## config.mk

```make
export PLATFORM = sky130hd
export DESIGN_NAME = opr_phase_sequencer_flat
export DESIGN_NICKNAME = d
export VERILOG_FILES = /design/src/rtl/opr_phase_sequencer_pkg.sv /design/src/rtl/opr_phase_sequencer_if.sv /design/src/rtl/opr_phase_sequencer_phase_decoder.sv /design/src/rtl/opr_phase_sequencer.sv /design/src/flat_wrapper.sv
export SDC_FILE = /design/constraint.sdc
export NUM_CORES = 1
export LEC_CHECK = 0
export CORE_MARGIN = 3
export CORE_UTILIZATION = 40
export DETAILED_ROUTE_END_ITERATION = 10
export HOLD_SLACK_MARGIN = 0.03
export MAX_ROUTING_LAYER = met4
export PLACE_DENSITY = 0.76
export SETUP_SLACK_MARGIN = 0.1
export SLEW_MARGIN = 20
export SYNTH_ARGS = -nofsm -noshare
export SYNTH_HDL_FRONTEND = slang
export SYNTH_SLANG_ARGS = --single-unit
```

## constraint.sdc

```tcl
create_clock -name clk -period 1.9 [get_ports clk]
set_input_delay 0.285 -clock clk [delete_from_list [all_inputs] [get_ports clk]]
set_output_delay 0.285 -clock clk [all_outputs]
set_load 0.01 [all_outputs]
```

## src/rtl/opr_phase_sequencer_pkg.sv

```systemverilog
`default_nettype none
// ============================================================================
// Module      : opr_phase_sequencer_pkg
// Description : Shared types and timing constants for the execution-phase
//               sequencer and the instruction decoders that consume it.
// Revision    : 1.0 - initial release
// ============================================================================
package opr_phase_sequencer_pkg;

    localparam int NUM_PHASES = 6;

    // Default phase timing, also used by decoder benches
    localparam int DEF_CK_CYCLES  = 2;
    localparam int DEF_STB_CYCLES = 1;
    localparam int DEF_GAP_CYCLES = 1;

    typedef enum logic [1:0] {
        ST_IDLE  = 2'd0,
        ST_PHASE = 2'd1,
        ST_GAP   = 2'd2
    } seq_state_t;

    // Phase index 1..6; 0 means no phase
    typedef logic [2:0] phase_idx_t;

    // Counter width able to hold 0..n-1, never narrower than one bit
    function automatic int cnt_width(input int n);
        return (n > 1) ? $clog2(n) : 1;
    endfunction

endpackage
`default_nettype wire

```

## src/rtl/opr_phase_sequencer_if.sv

```systemverilog
`default_nettype none
// ============================================================================
// Module      : opr_phase_sequencer_if
// Description : Run/step control, decoder done feedback and phase outputs
//               shared between the sequencer and its consumers.
// Revision    : 1.0 - initial release
// ============================================================================
interface opr_phase_sequencer_if;

    logic run;
    logic step;
    logic done;
    logic ck1, ck2, ck3, ck4, ck5, ck6;
    logic stb1, stb2, stb3, stb4, stb5, stb6;
    logic instr_start;
    logic busy;
    logic seq_error;

    // Sequencer side
    modport master (
        input  run, step, done,
        output ck1, ck2, ck3, ck4, ck5, ck6,
        output stb1, stb2, stb3, stb4, stb5, stb6,
        output instr_start, busy, seq_error
    );

    // Front panel / decoder side
    modport slave (
        output run, step, done,
        input  ck1, ck2, ck3, ck4, ck5, ck6,
        input  stb1, stb2, stb3, stb4, stb5, stb6,
        input  instr_start, busy, seq_error
    );

endinterface
`default_nettype wire

```

## src/rtl/opr_phase_sequencer_phase_decoder.sv

```systemverilog
`default_nettype none
// ============================================================================
// Module      : opr_phase_sequencer_phase_decoder
// Description : Maps (state, phase index, sub-count) to one-hot ck and stb.
//               stbN is only ever raised together with ckN.
// Revision    : 1.0 - initial release
// ============================================================================
module opr_phase_sequencer_phase_decoder
    import opr_phase_sequencer_pkg::*;
#(
    parameter int CK_CYCLES = DEF_CK_CYCLES,
    parameter int SUB_W     = 2
) (
    input  seq_state_t              state,
    input  phase_idx_t              phase,
    input  logic [SUB_W-1:0]        sub,
    output logic [NUM_PHASES-1:0]   ck,
    output logic [NUM_PHASES-1:0]   stb
);

    localparam logic [SUB_W-1:0] STB_FROM = SUB_W'(CK_CYCLES);

    logic w_active;
    logic w_strobe;

    assign w_active = (state == ST_PHASE);
    assign w_strobe = (sub >= STB_FROM);

    for (genvar g = 0; g < NUM_PHASES; g++) begin : g_phase
        assign ck[g]  = w_active && (phase == phase_idx_t'(g + 1));
        assign stb[g] = ck[g] && w_strobe;
    end

endmodule
`default_nettype wire

```

## src/rtl/opr_phase_sequencer.sv

```systemverilog
`default_nettype none
// ============================================================================
// Module      : opr_phase_sequencer
// Description : Master timing generator producing six execution phases
//               (ck/stb per phase), ending an instruction on decoder done
//               and chaining the next one while run is high.
// Revision    : 1.0 - initial release
// ============================================================================
module opr_phase_sequencer
    import opr_phase_sequencer_pkg::*;
#(
    parameter int CK_CYCLES  = DEF_CK_CYCLES,
    parameter int STB_CYCLES = DEF_STB_CYCLES,
    parameter int GAP_CYCLES = DEF_GAP_CYCLES
) (
    input  logic                    clk,
    input  logic                    reset_n,
    opr_phase_sequencer_if.master   bus
);

    localparam int PHASE_CYCLES = CK_CYCLES + STB_CYCLES;
    localparam int SUB_W        = cnt_width(PHASE_CYCLES);
    localparam int GAP_W        = cnt_width(GAP_CYCLES);
    localparam logic [SUB_W-1:0] SUB_LAST   = SUB_W'(PHASE_CYCLES - 1);
    localparam logic [GAP_W-1:0] GAP_LAST   = GAP_W'((GAP_CYCLES > 0) ? GAP_CYCLES - 1 : 0);
    localparam phase_idx_t       LAST_PHASE = phase_idx_t'(NUM_PHASES);

    seq_state_t        r_state, w_state;
    phase_idx_t        r_phase, w_phase;
    logic [SUB_W-1:0]  r_sub,   w_sub;
    logic [GAP_W-1:0]  r_gap,   w_gap;
    logic              r_err,   w_err;
    logic              w_to_gap, w_finish, w_start, w_set_err;
    logic [NUM_PHASES-1:0] w_ck, w_stb;

    // State register; asynchronous reset drops every output immediately
    always_ff @(posedge clk or negedge reset_n) begin
        if (!reset_n) begin
            r_state <= ST_IDLE;
            r_phase <= '0;
            r_sub   <= '0;
            r_gap   <= '0;
            r_err   <= 1'b0;
        end else begin
            r_state <= w_state;
            r_phase <= w_phase;
            r_sub   <= w_sub;
            r_gap   <= w_gap;
            r_err   <= w_err;
        end
    end

    // Next-state: phase stepping, early end on done, gap, restart on run
    always_comb begin
        w_state   = r_state;
        w_phase   = r_phase;
        w_sub     = r_sub;
        w_gap     = r_gap;
        w_err     = r_err;
        w_to_gap  = 1'b0;
        w_finish  = 1'b0;
        w_start   = 1'b0;
        w_set_err = 1'b0;

        case (r_state)
            ST_IDLE: begin
                w_start = bus.run || bus.step;
            end
            ST_PHASE: begin
                if (bus.done) begin
                    w_to_gap = 1'b1;
                end else if (r_sub == SUB_LAST) begin
                    if (r_phase == LAST_PHASE) begin
                        w_set_err = 1'b1;
                        w_to_gap  = 1'b1;
                    end else begin
                        w_phase = phase_idx_t'(r_phase + 3'd1);
                        w_sub   = '0;
                    end
                end else begin
                    w_sub = r_sub + SUB_W'(1);
                end
            end
            ST_GAP: begin
                if (r_gap == GAP_LAST) begin
                    w_finish = 1'b1;
                end else begin
                    w_gap = r_gap + GAP_W'(1);
                end
            end
            default: begin
                w_state = ST_IDLE;
            end
        endcase

        // With no gap the instruction ends in the same cycle it leaves PHASE
        if (w_to_gap) begin
            if (GAP_CYCLES == 0) begin
                w_finish = 1'b1;
            end else begin
                w_state = ST_GAP;
                w_gap   = '0;
            end
        end

        if (w_finish) begin
            if (bus.run) begin
                w_start = 1'b1;
            end else begin
                w_state = ST_IDLE;
                w_phase = '0;
                w_sub   = '0;
                w_gap   = '0;
            end
        end

        if (w_start) begin
            w_state = ST_PHASE;
            w_phase = phase_idx_t'(1);
            w_sub   = '0;
            w_gap   = '0;
            w_err   = 1'b0;
        end

        // A fresh error wins over the clear, so it stays visible for at
        // least one instruction even when the next one starts immediately
        if (w_set_err) begin
            w_err = 1'b1;
        end
    end

    opr_phase_sequencer_phase_decoder #(
        .CK_CYCLES (CK_CYCLES),
        .SUB_W     (SUB_W)
    ) u_phase_decoder (
        .state (r_state),
        .phase (r_phase),
        .sub   (r_sub),
        .ck    (w_ck),
        .stb   (w_stb)
    );

    assign bus.ck1  = w_ck[0];
    assign bus.ck2  = w_ck[1];
    assign bus.ck3  = w_ck[2];
    assign bus.ck4  = w_ck[3];
    assign bus.ck5  = w_ck[4];
    assign bus.ck6  = w_ck[5];
    assign bus.stb1 = w_stb[0];
    assign bus.stb2 = w_stb[1];
    assign bus.stb3 = w_stb[2];
    assign bus.stb4 = w_stb[3];
    assign bus.stb5 = w_stb[4];
    assign bus.stb6 = w_stb[5];

    assign bus.instr_start = (r_state == ST_PHASE) && (r_phase == phase_idx_t'(1))
                             && (r_sub == '0);
    assign bus.busy        = (r_state != ST_IDLE);
    assign bus.seq_error   = r_err;

endmodule
`default_nettype wire

```

## src/flat_wrapper.sv

```systemverilog
// flat-port wrapper written by rule: the top's interface ports become plain ports
module opr_phase_sequencer_flat import opr_phase_sequencer_pkg::*;
#(
    parameter int CK_CYCLES  = DEF_CK_CYCLES,
    parameter int STB_CYCLES = DEF_STB_CYCLES,
    parameter int GAP_CYCLES = DEF_GAP_CYCLES
)
  (clk, reset_n, bus_run, bus_step, bus_done, bus_ck1, bus_ck2, bus_ck3, bus_ck4, bus_ck5, bus_ck6, bus_stb1, bus_stb2, bus_stb3, bus_stb4, bus_stb5, bus_stb6, bus_instr_start, bus_busy, bus_seq_error);
  opr_phase_sequencer_if bus_i ();
  input  logic clk;
  input  logic reset_n;
  input wire logic [$bits(bus_i.run)-1:0] bus_run;
  input wire logic [$bits(bus_i.step)-1:0] bus_step;
  input wire logic [$bits(bus_i.done)-1:0] bus_done;
  output wire logic [$bits(bus_i.ck1)-1:0] bus_ck1;
  output wire logic [$bits(bus_i.ck2)-1:0] bus_ck2;
  output wire logic [$bits(bus_i.ck3)-1:0] bus_ck3;
  output wire logic [$bits(bus_i.ck4)-1:0] bus_ck4;
  output wire logic [$bits(bus_i.ck5)-1:0] bus_ck5;
  output wire logic [$bits(bus_i.ck6)-1:0] bus_ck6;
  output wire logic [$bits(bus_i.stb1)-1:0] bus_stb1;
  output wire logic [$bits(bus_i.stb2)-1:0] bus_stb2;
  output wire logic [$bits(bus_i.stb3)-1:0] bus_stb3;
  output wire logic [$bits(bus_i.stb4)-1:0] bus_stb4;
  output wire logic [$bits(bus_i.stb5)-1:0] bus_stb5;
  output wire logic [$bits(bus_i.stb6)-1:0] bus_stb6;
  output wire logic [$bits(bus_i.instr_start)-1:0] bus_instr_start;
  output wire logic [$bits(bus_i.busy)-1:0] bus_busy;
  output wire logic [$bits(bus_i.seq_error)-1:0] bus_seq_error;
  assign bus_i.run = bus_run;
  assign bus_i.step = bus_step;
  assign bus_i.done = bus_done;
  assign bus_ck1 = bus_i.ck1;
  assign bus_ck2 = bus_i.ck2;
  assign bus_ck3 = bus_i.ck3;
  assign bus_ck4 = bus_i.ck4;
  assign bus_ck5 = bus_i.ck5;
  assign bus_ck6 = bus_i.ck6;
  assign bus_stb1 = bus_i.stb1;
  assign bus_stb2 = bus_i.stb2;
  assign bus_stb3 = bus_i.stb3;
  assign bus_stb4 = bus_i.stb4;
  assign bus_stb5 = bus_i.stb5;
  assign bus_stb6 = bus_i.stb6;
  assign bus_instr_start = bus_i.instr_start;
  assign bus_busy = bus_i.busy;
  assign bus_seq_error = bus_i.seq_error;
  opr_phase_sequencer #(.CK_CYCLES(CK_CYCLES), .STB_CYCLES(STB_CYCLES), .GAP_CYCLES(GAP_CYCLES)) u_core (.clk(clk), .reset_n(reset_n), .bus(bus_i));
endmodule
```

==> summary.md, run 1 <==
| Metric | Value |
|---|---|
| Status | `finished clean` |
| Hold Path Class | `input port to asynchronous set/reset pin` |
| Layout cell share with drive strength beyond 1 | `24.5%` |
| Worst Tran Pin Value | `0.368 ns` |
| Yosys reg bits | `9` |
| Pins Over Slew Limit | `0` |
| P per Cell Area | `949 mW/mm^2` |
| Wl on met1 | `741 microns` |
| Async set-reset flop share out of synthesis | `100%` |
| Worst skew pair latency | `0.26 ns` |
| Synthesized area | `639 sq um` |
| Maximum vdd drop | `0.567 mV` |
| Setup Viol. Count Final | `0` |
| Area of the core | `0.00140 sq mm` |
| WL/cell | `13.5 microns` |
| Worst reg-to-reg setup slack | `0.25 ns` |
| P_sw | `0.337 mW` |
| Count of cell types in the netlist | `34` |
| H-tree Lvls | `1` |
| Met3 WL | `68 microns` |
| ANT cells | `0` |
| Fin Hold WS | `0.308 ns` |
| Post-synthesis net count | `81` |
| Area share of the largest cell type after synthesis | `35.2%` |
| Fill count | `123` |
| Drt first pass iters | `4` |
| Clk Tree Root Cell | `clkbuf_4` |
| Vias in the first global route | `574` |
| Die width | `46.0 microns` |
| Worst flop-to-flop path endpoint | `u_core.r_phase[0]` |
| Most frequent cells in the layout | `dlygate4sd2_1 (10), buf_4 (10), dfrtp_1 (9), and3_1 (6), clkdlybuf4s50_1 (5)` |
| Ys flop type | `dfrtp_1` |
| Final Cycle Share | `91.3%` |
| RSZ-0062 raised after global routing | `false` |
| GPL Wtd Cong | `0.733` |
| Dpl hpwl | `1200 microns` |
| Clock Sinks | `9` |
| Placed standard-cell area | `877 sq um` |
| Syn Area/Cell | `9.01 sq um` |
| Worst Path Max Fanout | `4` |
| Die area | `0.00211 sq mm` |
| IO Count | `20` |
| Worst path required time | `1.62 ns` |
| Final Hold Fails | `0` |
| Area of the multi-input gates | `414 sq um` |
| Largest net degree at the start of global routing | `11` |
| All-layer global routing usage | `17.5%` |
| Total grt overflow | `0` |
| Clock Power Share | `15.8%` |
| Die height | `46.0 microns` |
| CTS tree | `built` |
| Clk buf depth | `2` |
| 1st-iter DRT viols | `14` |
| Cts hold-fix bufs | `0` |
| Fmax | `0.577 GHz` |
| Ranking of synthesized cells by area | `dfrtp_1 (35%), ha_1 (9.8%), and3_1 (5.9%)` |
| Final Critical Period | `1.73 ns` |
| DR top layer | `met4` |
| FF-to-FF Start | `u_core.r_state[1]` |
| Vias | `631` |
| Cell taking the most area after synthesis | `dfrtp_1` |
| Pint | `0.544 mW` |
| Design Power | `0.881 mW` |
| Pleak | `0.482 nW` |
| Final WL | `1580 microns` |
| Fin Clk Skew | `0.00185 ns` |
| Vias per cell | `5.39` |
| TNS Setup | `0 ns` |
| Worst slew margin | `75.4%` |
| Combinational Power Share | `52.1%` |
| Synth warn | `0` |
| Register area share after synthesis | `35.2%` |
| Reg2reg path depth | `4` |
| Initial Utilization | `45.7%` |
| Nets | `113` |
| FF+latch area | `225 sq um` |
| Num rows | `13` |
| Post-synth EDFFs | `0` |
| Met2 WL post-DR | `736 microns` |
| Synth Instances | `71` |
| IO Port Bufs | `19` |
| Switching Share | `38.2%` |
| Worst path arrival time | `1.45 ns` |
| Worst setup EP type | `primary output` |
| First-pass GRT wire length | `2490 microns` |
| Crit path kind | `flop to primary output` |
| Startpoint class of the critical path | `flop` |
| Num CTS Buffers | `3` |
| Area added between synthesis and finish | `45.2%` |
| Post-route cell area | `928 sq um` |
| Initial antenna violation count | `0` |
| Max-cap violations | `0` |
| DRT antenna net count | `0` |
| Flop pwr share | `32.1%` |
| Reg clk slew, reported paths | `0.05 ns` |
| DRC viols | `0` |
-- Yosys cell counts, types with 2 or more instances --
master and instances:
a21oi_1 2, and2_1 4, and3_1 6, dfrtp_1 9, ha_1 5, inv_1 3, nand2_1 5, nand2b_1 2
nand3b_1 2, nor2_1 4, nor2b_1 2, nor3_1 2, o21ai_0 4
-- worst max-delay path by stage --
stage                      end  slack [ns]  cells past startpoint              start
6_report              bus_stb5        0.17                      4  u_core.r_phase[0]
2_1_floorplan  bus_instr_start        0.42                      3  u_core.r_state[1]
3_5_place_dp           bus_ck6        0.01                      5  u_core.r_phase[0]
3_3_place_gp           bus_ck6        0.09                      5  u_core.r_phase[0]
5_1_grt                bus_ck1        0.10                      5  u_core.r_phase[0]
4_1_cts                bus_ck3       0.004                      5  u_core.r_phase[0]
-- critical path, cell delays in order (launching register included) --
cell	delay, ns
dfrtp_1	0.41
buf_4	0.14
ha_1	0.21
and3_1	0.15
dlygate4sd2_1	0.28
-- stage by stage --
step	util, %	setup WS (ns)	cells
3_5_place_dp	62.7	0.0148	108
5_1_grt	66.4	0.103	117
3_3_place_gp	62.7	0.0880	108
4_1_cts	66.5	0.00429	116
2_1_floorplan	-	0.422	71
6_report	66.4	0.166	117
-- cell type report --
| type | count | area share, % |
|---|---|---|
| multi-input combinational | 57 | 44.6 |
| timing repair buffer | 29 | 25.1 |
| sequential | 9 | 24.3 |
| clock buffer | 4 | 2.83 |
| tap | 15 | 2.02 |
| inverter | 3 | 1.21 |
-- power groups by stage --
stage | Sequential (mW) | Clock (mW) | Combinational, mW
global placement | 0.282 | 0 | 0.448
CTS | 0.280 | 0.149 | 0.460
floorplan | 0.276 | 0 | 0.245
global route | 0.287 | 0.159 | 0.498
detailed placement | 0.285 | 0 | 0.457
finish | 0.283 | 0.139 | 0.459
-- sequential cells by signal (all words and copies together) (netlist names) --
name,flops
u_core.r_phase,3
u_core.bus.seq_error,1
u_core.r_state,2
u_core.r_sub,2
u_core.r_gap,1
-- cells by family after synthesis --
| logic type | count (synthesis) | synth area share [%] |
|---|---|---|
| flip-flops | 9 | 35.2 |
| buffers and inverters | 5 | 3.13 |
| AO/OA/AOI/OAI | 15 | 16.6 |
| AND/OR/NAND/NOR | 37 | 35.2 |
| adder cells (fa/ha/maj) | 5 | 9.78 |
-- per-layer routing --
metal / track usage, % / up-vias
met4: 10.2 / 0
met2: 26.6 / 17
met3: 2.37 / 3
met5: - / -
li1: - / 324
met1: 21.7 / 287
-- repair_timing --
| item | in CTS | in global routing |
|---|---|---|
| gates cloned | 0 | 0 |
| endpoints found under the setup margin | 14 | 6 |
| gates resized for setup | 20 | 10 |
| pin swaps | 0 | 0 |
| setup buffers | 4 | 1 |
(Power assumes the default switching activity.)
==> inputs of run 2 (changes only) <==
- CORE_MARGIN: 3 -> default
- CORE_UTILIZATION: 40 -> 30
- PLACE_DENSITY: 0.76 -> 0.62
==> summary.md, run 2 (synthesized netlist as in run 1, its figures left out) <==
| Metric | Value |
|---|---|
| Die width | `48.2 microns (+4.8%)` |
| Clk Tree Root Cell | `clkbuf_4` |
| Crit path kind | `flop to primary output` |
| CTS tree | `built` |
| Fmax | `0.562 GHz (-2.6%)` |
| Reg2reg path depth | `4 (unchanged)` |
| Design Power | `0.885 mW (+0.47%)` |
| Reg clk slew, reported paths | `0.06 ns (about the same)` |
| Pins Over Slew Limit | `0 (unchanged)` |
| Vias per cell | `4.94 (-8.5%)` |
| Cts hold-fix bufs | `0 (unchanged)` |
| Placed standard-cell area | `892 sq um (+1.7%)` |
| Worst path arrival time | `1.49 ns (+0.04 ns)` |
| Status | `finished clean` |
| IO Count | `20 (unchanged)` |
| Max-cap violations | `0 (unchanged)` |
| Initial antenna violation count | `0 (unchanged)` |
| Gr busiest metal | `met2` |
| DRC viols | `0 (unchanged)` |
| Total grt overflow | `0 (unchanged)` |
| Final Critical Period | `1.78 ns (+0.0455 ns)` |
| Met1 GRT Util | `19.5% (-2.2 points)` |
| Vias in the first global route | `565 (-1.6%)` |
| Num CTS Buffers | `3 (unchanged)` |
| Clock Sinks | `9 (unchanged)` |
| RSZ-0062 raised after global routing | `true` |
| Worst setup EP type | `primary output` |
| Hold Path Class | `input port to asynchronous set/reset pin` |
| Fill count | `204 (+66%)` |
| Final WS setup | `0.121 ns (-0.0455 ns)` |
| Worst slew margin | `72.4% (-2.9 points)` |
| Post-route cell area | `937 sq um (+0.94%)` |
| Pre-CTS setup slack | `0.0321 ns (+0.0173 ns)` |
| Met3 usage | `1.85% (-0.52 points)` |
| Startpoint class of the critical path | `flop` |
| Most frequent cells in the layout | `dfrtp_1 (9), dlygate4sd2_1 (8), buf_4 (7), and3_1 (6), clkdlybuf4s50_1 (5)` |
| ANT cells | `0 (unchanged)` |
| TNS Setup | `0 ns (unchanged)` |
| Die area | `0.00232 sq mm (+9.7%)` |
| FF+latch area | `225 sq um (unchanged)` |
| Clk buf depth | `2 (unchanged)` |
| Most common cell after layout, fill and taps aside | `dfrtp_1` |
| DRT antenna net count | `0 (unchanged)` |
| H-tree Lvls | `1 (unchanged)` |
| Max FFs per register | `3 (unchanged)` |
| All-layer global routing usage | `15.7% (-1.8 points)` |
| GPL Wtd Cong | `0.779 (+6.2%)` |
| 1st-iter DRT viols | `7 (-7)` |
| Final Hold Fails | `0 (unchanged)` |
| Worst skew pair latency | `0.25 ns (about the same)` |
| Die height | `48.2 microns (+4.8%)` |
| Worst Path Max Fanout | `6 (+2)` |
| Largest net degree at the start of global routing | `11 (unchanged)` |
| IO Port Bufs | `19 (unchanged)` |
| Num rows | `16 (+3)` |
| Initial Utilization | `32.3% (-13 points)` |
| Worst path required time | `1.62 ns (about the same)` |
| Met2 GRT Util | `24.3% (-2.4 points)` |
| Area added between synthesis and finish | `46.6%` |
| Maximum vdd drop | `0.546 mV (-3.8%)` |
| Largest Register | `u_core.r_phase` |
| Worst Tran Pin Value | `0.412 ns (+0.0438 ns)` |
| Largest registers | `u_core.r_phase: 3 flops, u_core.r_state: 2 flops, u_core.r_sub: 2 flops` |
| P per Cell Area | `944 mW/mm^2 (-0.47%)` |
| Final WL | `1590 microns (+0.63%)` |
| Drt first pass iters | `4 (unchanged)` |
| Area of the core | `0.00198 sq mm (+42%)` |
| Nets | `111 (-1.8%)` |
| Final Cycle Share | `93.7% (+2.4 points)` |
| Layout cell share with drive strength beyond 1 | `24.0% (-0.51 points)` |
| First-pass GRT wire length | `2410 microns (-3.3%)` |
| Vias | `627 (-0.63%)` |
| Area of the multi-input gates | `417 sq um (+0.60%)` |
| Setup Viol. Count Final | `0 (unchanged)` |
| Dpl hpwl | `1180 microns (-2.1%)` |
| Fin Clk Skew | `0.00171 ns (-0.000145 ns)` |
| WL/cell | `12.5 microns (-7.3%)` |
| Pleak | `0.470 nW (-2.6%)` |
## run 2: worst paths after layout
kind,end,slack [ns],startpoint
worst min register to register,u_core.bus.seq_error,0.53,u_core.bus.seq_error
min in group clk,u_core.bus.seq_error,0.53,u_core.bus.seq_error
worst max register to register,u_core.r_phase[0],0.23,u_core.r_state[1]
worst min-delay path,u_core.r_state[0],0.33,reset_n
max in group asynchronous,u_core.r_phase[2],1.29,reset_n
worst max-delay path,bus_ck6,0.12,u_core.r_phase[1]
## run 2: worst max-delay path: stages (launching register included)
cell,delay (ns)
dfrtp_1,0.39
buf_4,0.15
ha_4,0.17
and2_1,0.17
and2_1,0.14
clkdlybuf4s15_1,0.22
## run 2: final cells by class
class | count | share of cell area [%]
clock buffer | 4 | 2.80
sequential | 9 | 24.0
multi-input combinational | 57 | 44.5
timing repair buffer | 27 | 23.9
inverter | 3 | 1.20
tap | 27 | 3.60
## run 2: what timing repair did
| action | CTS | global route |
|---|---|---|
| endpoints found under the setup margin | 14 | 10 |
| setup buffers | 3 | 0 |
| resized for setup | 24 | 11 |
| cloned | 0 | 0 |
## run 2: where the power goes
part,internal (mW),switching (mW),total (mW)
combinational,0.227,0.232,0.459
clock,0.0809,0.0654,0.146
sequential,0.231,0.0484,0.279
## run 2: stage by stage
step           cells  hold WS [ns]  utilization [%]
2_1_floorplan     71       -0.0106                -
3_3_place_gp     120         0.497             45.0
3_5_place_dp     120         0.503             45.0
4_1_cts          127         0.333             47.0
5_1_grt          127         0.356             47.3
6_report         127         0.326             47.3
## run 2: routing by layer
layer / up-vias / wire length, microns / part of all wire [%]
li1: 317 / - / -
met1: 293 / 773 / 49
met2: 15 / 743 / 47
met3: 2 / 66 / 4.2
met4: 0 / 4 / 0.25
met5: - / 0 / 0
==> inputs of run 3 (changes only) <==
- CELL_PAD_IN_SITES_DETAIL_PLACEMENT: default -> 1
- CELL_PAD_IN_SITES_GLOBAL_PLACEMENT: default -> 1
- PLACE_DENSITY: 0.62 -> 0.77
==> summary.md, run 3 (synthesized netlist as in run 1, its figures left out) <==
| Metric | Value |
|---|---|
| Dpl hpwl | `1430 microns (+21%)` |
| Crit path from | `u_core.r_phase[0]` |
| Total grt overflow | `0 (unchanged)` |
| Max incr delay on CP | `0.43 ns (+0.04 ns)` |
| Worst path arrival time | `1.50 ns (about the same)` |
| Maximum vdd drop | `0.475 mV (-13%)` |
| Hold Path Class | `input port to asynchronous set/reset pin` |
| Fill count | `240 (+18%)` |
| Vias | `651 (+3.8%)` |
| Area of the core | `0.00198 sq mm (unchanged)` |
| P per Cell Area | `1000 mW/mm^2 (+6.3%)` |
| Max stage delay cell, worst path | `dfrtp_1` |
| Dpl cells | `122 (+1.7%)` |
| Max FFs per register | `3 (unchanged)` |
| Worst flop-to-flop path endpoint | `u_core.r_phase[0]` |
| Most common cell after layout, fill and taps aside | `buf_4` |
| H-tree Lvls | `1 (unchanged)` |
| IO Count | `20 (unchanged)` |
| Reg clk slew, reported paths | `0.06 ns (about the same)` |
| Vias in the first global route | `607 (+7.4%)` |
| Status | `finished clean` |
| WL/cell | `15.4 microns (+23%)` |
| Setup Viol. Count Final | `0 (unchanged)` |
| ANT cells | `0 (unchanged)` |
| Crit path kind | `flop to primary output` |
| Worst skew pair latency | `0.26 ns (about the same)` |
| Clock Sinks | `9 (unchanged)` |
| Clk buf depth | `2 (unchanged)` |
| First-pass GRT wire length | `2830 microns (+17%)` |
| Non-Filler Instances | `129 (+1.6%)` |
| DRC viols | `0 (unchanged)` |
| FF-to-FF Start | `u_core.r_state[1]` |
| Design Power | `0.955 mW (+7.9%)` |
| Vias per cell | `5.05 (+2.2%)` |
| Startpoint class of the critical path | `flop` |
| Largest net degree at the start of global routing | `10 (-1)` |
| Initial Utilization | `32.3% (unchanged)` |
| Largest registers | `u_core.r_phase: 3 flops, u_core.r_state: 2 flops, u_core.r_sub: 2 flops` |
| GPL Wtd Cong | `0.803 (+3.1%)` |
| Final Cycle Share | `94.2% (+0.51 points)` |
| Die area | `0.00232 sq mm (unchanged)` |
| Final Critical Period | `1.79 ns (+0.00971 ns)` |
| Area added between synthesis and finish | `48.7%` |
| Pleak | `0.478 nW (+1.8%)` |
| Worst setup EP type | `primary output` |
| Cts hold-fix bufs | `0 (unchanged)` |
| CTS tree | `built` |
| Fin Clk Skew | `0.00311 ns (+0.00140 ns)` |
| Num rows | `16 (unchanged)` |
| Final Hold Fails | `0 (unchanged)` |
| Worst Tran Pin Value | `0.391 ns (-0.0208 ns)` |
| Worst reg-to-reg setup slack | `0.16 ns (-0.07 ns)` |
| Placed standard-cell area | `907 sq um (+1.7%)` |
| IO Port Bufs | `19 (unchanged)` |
| Layout cell share with drive strength beyond 1 | `26.5% (+2.5 points)` |
| Largest Register | `u_core.r_phase` |
| Clk Tree Root Cell | `clkbuf_4` |
| Most frequent cells in the layout | `buf_4 (10), dfrtp_1 (9), dlygate4sd2_1 (8), and3_1 (6), clkdlybuf4s50_1 (5)` |
| 1st-iter DRT viols | `8 (+1)` |
| Die width | `48.2 microns (unchanged)` |
| RSZ-0062 raised after global routing | `true` |
| Pins Over Slew Limit | `0 (unchanged)` |
| Die height | `48.2 microns (unchanged)` |
| Nets | `113 (+1.8%)` |
| DRT antenna net count | `0 (unchanged)` |
| Fmax | `0.559 GHz (-0.54%)` |
| Final WS setup | `0.111 ns (-0.00971 ns)` |
| Drt first pass iters | `4 (unchanged)` |
| Worst path required time | `1.62 ns (about the same)` |
| Critical Path Sink | `bus_ck5` |
| TNS Setup | `0 ns (unchanged)` |
| Reg2reg path depth | `4 (unchanged)` |
| Initial antenna violation count | `0 (unchanged)` |
| Num CTS Buffers | `3 (unchanged)` |
| Max-cap violations | `0 (unchanged)` |
| Pre-CTS setup slack | `0.0259 ns (-0.00621 ns)` |
| Worst Path Max Fanout | `4 (-2)` |
| CP cell instances | `buf_4, ha_1, and3_1, dlygate4sd2_1` |
| All-layer global routing usage | `18.7% (+3.1 points)` |
| Final WL | `1990 microns (+25%)` |
| Worst slew margin | `73.6% (+1.1 points)` |
| Post-route cell area | `951 sq um (+1.5%)` |
-- run 3: layout make-up --
type | count | area, sq um | share of cell area [%]
inverter | 3 | 11.3 | 1.18
clock buffer | 4 | 26.3 | 2.76
timing repair buffer | 29 | 235 | 24.7
multi-input combinational | 57 | 419 | 44.1
tap | 27 | 33.8 | 3.55
sequential | 9 | 225 | 23.7
-- run 3: per-layer routing --
layer	up-vias	GRT usage [%]	part of all wire [%]
met4	0	8.33	1.2
met3	2	1.11	2.1
li1	317	-	-
met5	-	-	0
met1	320	24.9	48
met2	12	29.3	49
-- run 3: report_power, final --
| part | switching [mW] | internal, mW |
|---|---|---|
| logic | 0.273 | 0.260 |
| clock network | 0.0663 | 0.0809 |
| registers | 0.0430 | 0.231 |
-- run 3: how the worst min path moves through the flow --
stage                            to  slack (ns)
6_report            u_core.r_sub[0]        0.32
4_1_cts                u_core.r_gap        0.33
5_1_grt                u_core.r_gap        0.33
3_5_place_dp   u_core.bus.seq_error        0.51
2_1_floorplan  u_core.bus.seq_error       -0.01
3_3_place_gp   u_core.bus.seq_error        0.50
-- run 3: worst max-delay path: cells and delay by family, from the launching register on --
family        cells  cell delay (ns)
flops             1             0.43
simple gates      1             0.15
buf+inv           2             0.44
fa+ha+maj         1             0.23
-- run 3: per-stage QoR --
step / hold WS [ns] / utilization (%)
2_1_floorplan: -0.0106 / -
3_3_place_gp: 0.496 / 45.8
3_5_place_dp: 0.510 / 45.8
4_1_cts: 0.326 / 46.8
5_1_grt: 0.331 / 48.0
6_report: 0.317 / 48.0
-- run 3: repair_timing --
action	4_1_cts	5_1_grt
setup endpoints to repair	14	8
setup buffers	1	2
resized for setup	22	12
cloned	0	0
endpoints found under the hold margin	0	0
